`config.mk`:
```
export PLATFORM = sky130hd
export DESIGN_NAME = next_pc_ctrl
export DESIGN_NICKNAME = d
export VERILOG_FILES = /design/src/rtl/next_pc_ctrl_pkg.sv /design/src/rtl/next_pc_ctrl_sat_counter.sv /design/src/rtl/next_pc_ctrl.sv
export SDC_FILE = /design/constraint.sdc
export NUM_CORES = 1
export LEC_CHECK = 0
export ABC_AREA = 1
export BUFFER_PORTS_ARGS = -buffer_cell sky130_fd_sc_hd__buf_2
export CORE_UTILIZATION = 38
export DETAILED_ROUTE_END_ITERATION = 10
export PLACE_DENSITY = 0.58
export SETUP_SLACK_MARGIN = 0.4
export SLEW_MARGIN = 0
export SYNTH_ARGS = -nofsm -noshare
export SYNTH_HDL_FRONTEND = slang
export SYNTH_SLANG_ARGS = --single-unit
```
`constraint.sdc`:
```
create_clock -name Clock -period 2.55 [get_ports Clock]
set_input_delay 0.3825 -clock Clock [delete_from_list [all_inputs] [get_ports Clock]]
set_output_delay 0.3825 -clock Clock [all_outputs]
set_load 0.02 [all_outputs]
```
`src/rtl/next_pc_ctrl_pkg.sv`:
```
// Shared constants for the next-PC / fetch-control stage.
// Holds the FSM state encoding and the default datapath widths.
package next_pc_ctrl_pkg;

  localparam int unsigned ADDR_W_DEF = 8;
  localparam int unsigned CNT_W_DEF  = 16;

  typedef enum logic [1:0] {
    BOOT = 2'd0,
    RUN  = 2'd1,
    HALT = 2'd2
  } state_e;

endpackage

```
`src/rtl/next_pc_ctrl_sat_counter.sv`:
```
// Saturating up-counter with enable and asynchronous active-low clear.
// Holds at all-ones once reached.
module sat_counter #(
  parameter int unsigned W = 16
) (
  input  logic         Clock,
  input  logic         Reset,
  input  logic         en,
  output logic [W-1:0] count
);

  always_ff @(posedge Clock or negedge Reset) begin
    if (!Reset) begin
      count <= '0;
    end else if (en && (count != '1)) begin
      count <= count + W'(1);
    end
  end

endmodule

```
`src/rtl/next_pc_ctrl.sv`:
```
// Next-PC selection and fetch control: boot/run/halt sequencing, target
// selection (halt > jump > taken branch > sequential) and retired-count.
module next_pc_ctrl
  import next_pc_ctrl_pkg::*;
#(
  parameter int unsigned ADDR_W = ADDR_W_DEF,
  parameter int unsigned CNT_W  = CNT_W_DEF
) (
  input  logic              Clock,
  input  logic              Reset,
  input  logic [ADDR_W-1:0] PCout,
  input  logic              Branch,
  input  logic              Zero,
  input  logic [ADDR_W-1:0] BranchOff,
  input  logic              Jump,
  input  logic [ADDR_W-1:0] JumpAddr,
  input  logic              Halt,
  input  logic              Resume,
  output logic [ADDR_W-1:0] PCin,
  output logic              PCWrite,
  output logic              Halted,
  output logic [CNT_W-1:0]  Retired
);

  state_e            state_q;
  state_e            state_d;
  logic              halted_q;
  logic [ADDR_W-1:0] seq_addr;
  logic [ADDR_W-1:0] br_addr;

  // Both targets wrap silently modulo 2^ADDR_W.
  assign seq_addr = PCout + ADDR_W'(1);
  assign br_addr  = seq_addr + BranchOff;

  always_ff @(posedge Clock or negedge Reset) begin
    if (!Reset) begin
      state_q  <= BOOT;
      halted_q <= 1'b0;
    end else begin
      state_q  <= state_d;
      halted_q <= (state_d == HALT);
    end
  end

  // PCin/PCWrite are combinational so the PC captures the target on this edge.
  always_comb begin
    state_d = state_q;
    PCWrite = 1'b0;
    PCin    = '0;
    case (state_q)
      BOOT: begin
        state_d = RUN;
      end
      RUN: begin
        if (Halt) begin
          state_d = HALT;
          PCin    = seq_addr;
        end else begin
          PCWrite = 1'b1;
          if (Jump) begin
            PCin = JumpAddr;
          end else if (Branch && Zero) begin
            PCin = br_addr;
          end else begin
            PCin = seq_addr;
          end
        end
      end
      HALT: begin
        PCin = seq_addr;
        if (Resume) begin
          PCWrite = 1'b1;
          state_d = RUN;
        end
      end
      default: begin
        state_d = BOOT;
      end
    endcase
  end

  assign Halted = halted_q;

  sat_counter #(
    .W(CNT_W)
  ) u_retired (
    .Clock(Clock),
    .Reset(Reset),
    .en   (PCWrite),
    .count(Retired)
  );

endmodule

```
==> flow_summary.ini <==
[critical_path]
crit_fanout = 4
reg2reg_depth = 9
arrival_ns = 2.20
path_buf_inv = 6
cp_slowest_cell = ha_4
reg2reg_to = u_retired.count[5]
path_class = in2out
max_stage_delay_ns = 0.29
cp-startpoint = PCout[2]
crit_path_end_kind = output port
ff2ff_setup_slack_ns = 0.64
path_cells = buf_4 -> buf_4 -> nand2_4 -> inv_4 -> nand2_2 -> xor2_1 -> inv_2 -> ha_4 -> nand2_2 -> clkinv_2 -> nand3_1 -> nand2_1 -> nand2_1 -> nand3_1 -> nand3_1 -> nand2_1 -> nand2_2 -> a21oi_4 -> buf_6
timing.rr.start = u_retired.count[0]
critPathRequiredTime_ns = 2.17
crit_path_start_kind = input port
crit_family = simple AND/OR/NAND/NOR gates

[power]
power_switching_uw = 1010
p_seq_share_pct = 23.5
clock_power_share_pct = 10.6
leakagePower_uw = 0.00141
power.density_nw_per_um2 = 720
p_int_uw = 1020
pwr-share-comb_pct = 65.9
irDropWorstVdd_mv = 0.449
switching_share_pct = 49.8

[synth]
seq_area_frac_synth_pct = 24.8
syn_nets = 345
syn_inst = 300
synthesis.area_um2 = 1910
yosysWarnings = 0
synth.distinct_cells = 31
synth_ff_type = dfrtp_1
yosys.area.top_type_share_pct = 24.8
synth_edf_count = 0
synthTopCellsByArea = dfrtp_1 25%, nand2_1 17%, ha_1 8.5%
synth_top_area_cell = dfrtp_1
post_synth.cell_area_avg_um2 = 6.38
ys_ff_latch = 19
synthArstFlopShare_pct = 100

[hold_path]
hp-class = in2async

[clocking]
clock_path_buffers = 2
htreeDepth = 1
clk_root_buffer_cell = clkbuf_8
cts_tree = built
cts_sinks = 19
path_clk_slew_ns = 0.07
cts_hold_repair.buffers = 0
clkLatencyLatePin_ns = 0.26
cts_made_buffers = 3

[die]
dieArea_um2 = 5330
die_h_um = 73.0
core_um2 = 4790
io_pins = 57
rows = 25
initial_core_util_pct = 40.0
die_x_um = 73.0

[finish]
area_growth_pct = 47.7
nets = 428
stdcell_area_um2 = 2830
layout_commonest_cell = nand2_1
final_util_pct = 59.1
most-common-layout-cells = 72 x nand2_1, 43 x buf_2, 36 x inv_1
diodes = 0
drive_gt1_share_pct = 36.4

[sta]
period_share_pct = 101
fmaxAchievable_mhz = 387
finalHoldViolCount = 0
rsz0062_at_grt = yes
skew_ns = 0.00496
setup_violations = 3
max_slew_margin_pct = 70.7
holdWs_ns = 0.0537
setup_tns_ns = -0.0721
worst_pin_slew_ns = 0.440
period_needed_ns = 2.58
setup_ws_ns = -0.0339
slew_viol_final = 0

[route]
drtIter0Drc = 123
drtAntennaViolNets = 0
drtPass1Iterations = 4
drc = 0
dr_total_vias = 2144
via_per_inst = 4.78
wire_per_inst_um = 12.3
drt_wl_total_um = 5520

[placed_design]
gp_congestion = 0.853
hpwl_um = 4320
placed_area_um2 = 2540
port_buffers = 56

[status]
violations = setup timing
outcome = finished with violations

[run]
cap_violations = 0

[grt]
gr-total-overflow = 0
grt_pass1_wl_um = 8770
grtUsageTotal_pct = 21.3
grt_pass1_vias = 1809
grt_max_degree = 20
antenna_found_initial = 0
synth_stat cells (2+ instances only):
master    count
dfrtp_1      19
o21ai_0      12
inv_1        42
nor4_1        3
ha_1         13
nand4_1       7
nor3_1        3
nand3_1      21
a31oi_1       3
o211ai_1      3
clkinv_1      2
a21oi_1      12
xor2_1       10
xnor2_1       6
nand2_1      86
inv_2         6
nand3b_1      3
nor2_1       28
o21ai_1       9
kinds of logic after synthesis:
logic type	synth area share, %
AOI/OAI and AO/OA	12.1
xor gates and xnor gates	7.32
adders and majority gates	9.54
buffers and inverters	11.0
DFF	24.8
and+or+nand+nor	35.2
through the flow:
step / total power (uW) / instances / setup WS (ns)
2_1_floorplan: 1300 / 300 / 0.226
3_3_place_gp: 1690 / 442 / -0.144
3_5_place_dp: 1690 / 442 / -0.229
4_1_cts: 2010 / 448 / -0.0742
5_1_grt: 2210 / 449 / -0.193
6_report: 2040 / 449 / -0.0339
worst max path at each step:
stage	endpoint	slack [ns]	depth (start not counted)
after floorplan	PCin[7]	0.23	17
after global placement	PCin[7]	-0.14	17
after detailed placement	PCin[7]	-0.23	17
after CTS	PCin[6]	-0.07	19
after global routing	PCin[7]	-0.19	17
final	PCin[5]	-0.03	19
flip-flops by register name (all words and copies together) (netlist names):
register / count
state_q: 2
u_retired.count: 16
Halted: 1
power by group through the flow:
stage	clock [uW]	combinational [uW]	sequential, uW
floorplan	0	759	544
global placement	0	1200	485
detailed placement	0	1210	486
CTS	222	1300	480
global route	236	1480	495
finish	215	1340	479
worst register-to-register path, delay by kind of cell (launching register included):
family,cells,cell delay (ns)
adder cells (fa/ha/maj),1,0.23
buffers and inverters,1,0.19
flip-flops,1,0.39
AND/OR/NAND/NOR,7,0.99
routing by layer:
metal / global-route usage, % / wire, um / up-vias
met3: 3.45 / 243 / 4
li1: - / - / 1123
met1: 33.9 / 2870 / 961
met5: 0 / 0 / -
met4: 1.96 / 12 / 0
met2: 30.7 / 2390 / 56
cell type report:
class                      count  area, um2
tap                           67       83.8
inverter                      50        191
multi-input combinational    228       1490
sequential                    19        475
fill                         462       1960
timing repair buffer          81        542
clock buffer                   4       45.0
what timing repair did:
| action | 4_1_cts | 5_1_grt |
|---|---|---|
| buffers inserted | 2 | 1 |
| endpoints found under the setup margin | 7 | 16 |
| pin swaps | 24 | 15 |
| gates resized for setup | 42 | 21 |
(Power assumes the default switching activity.)
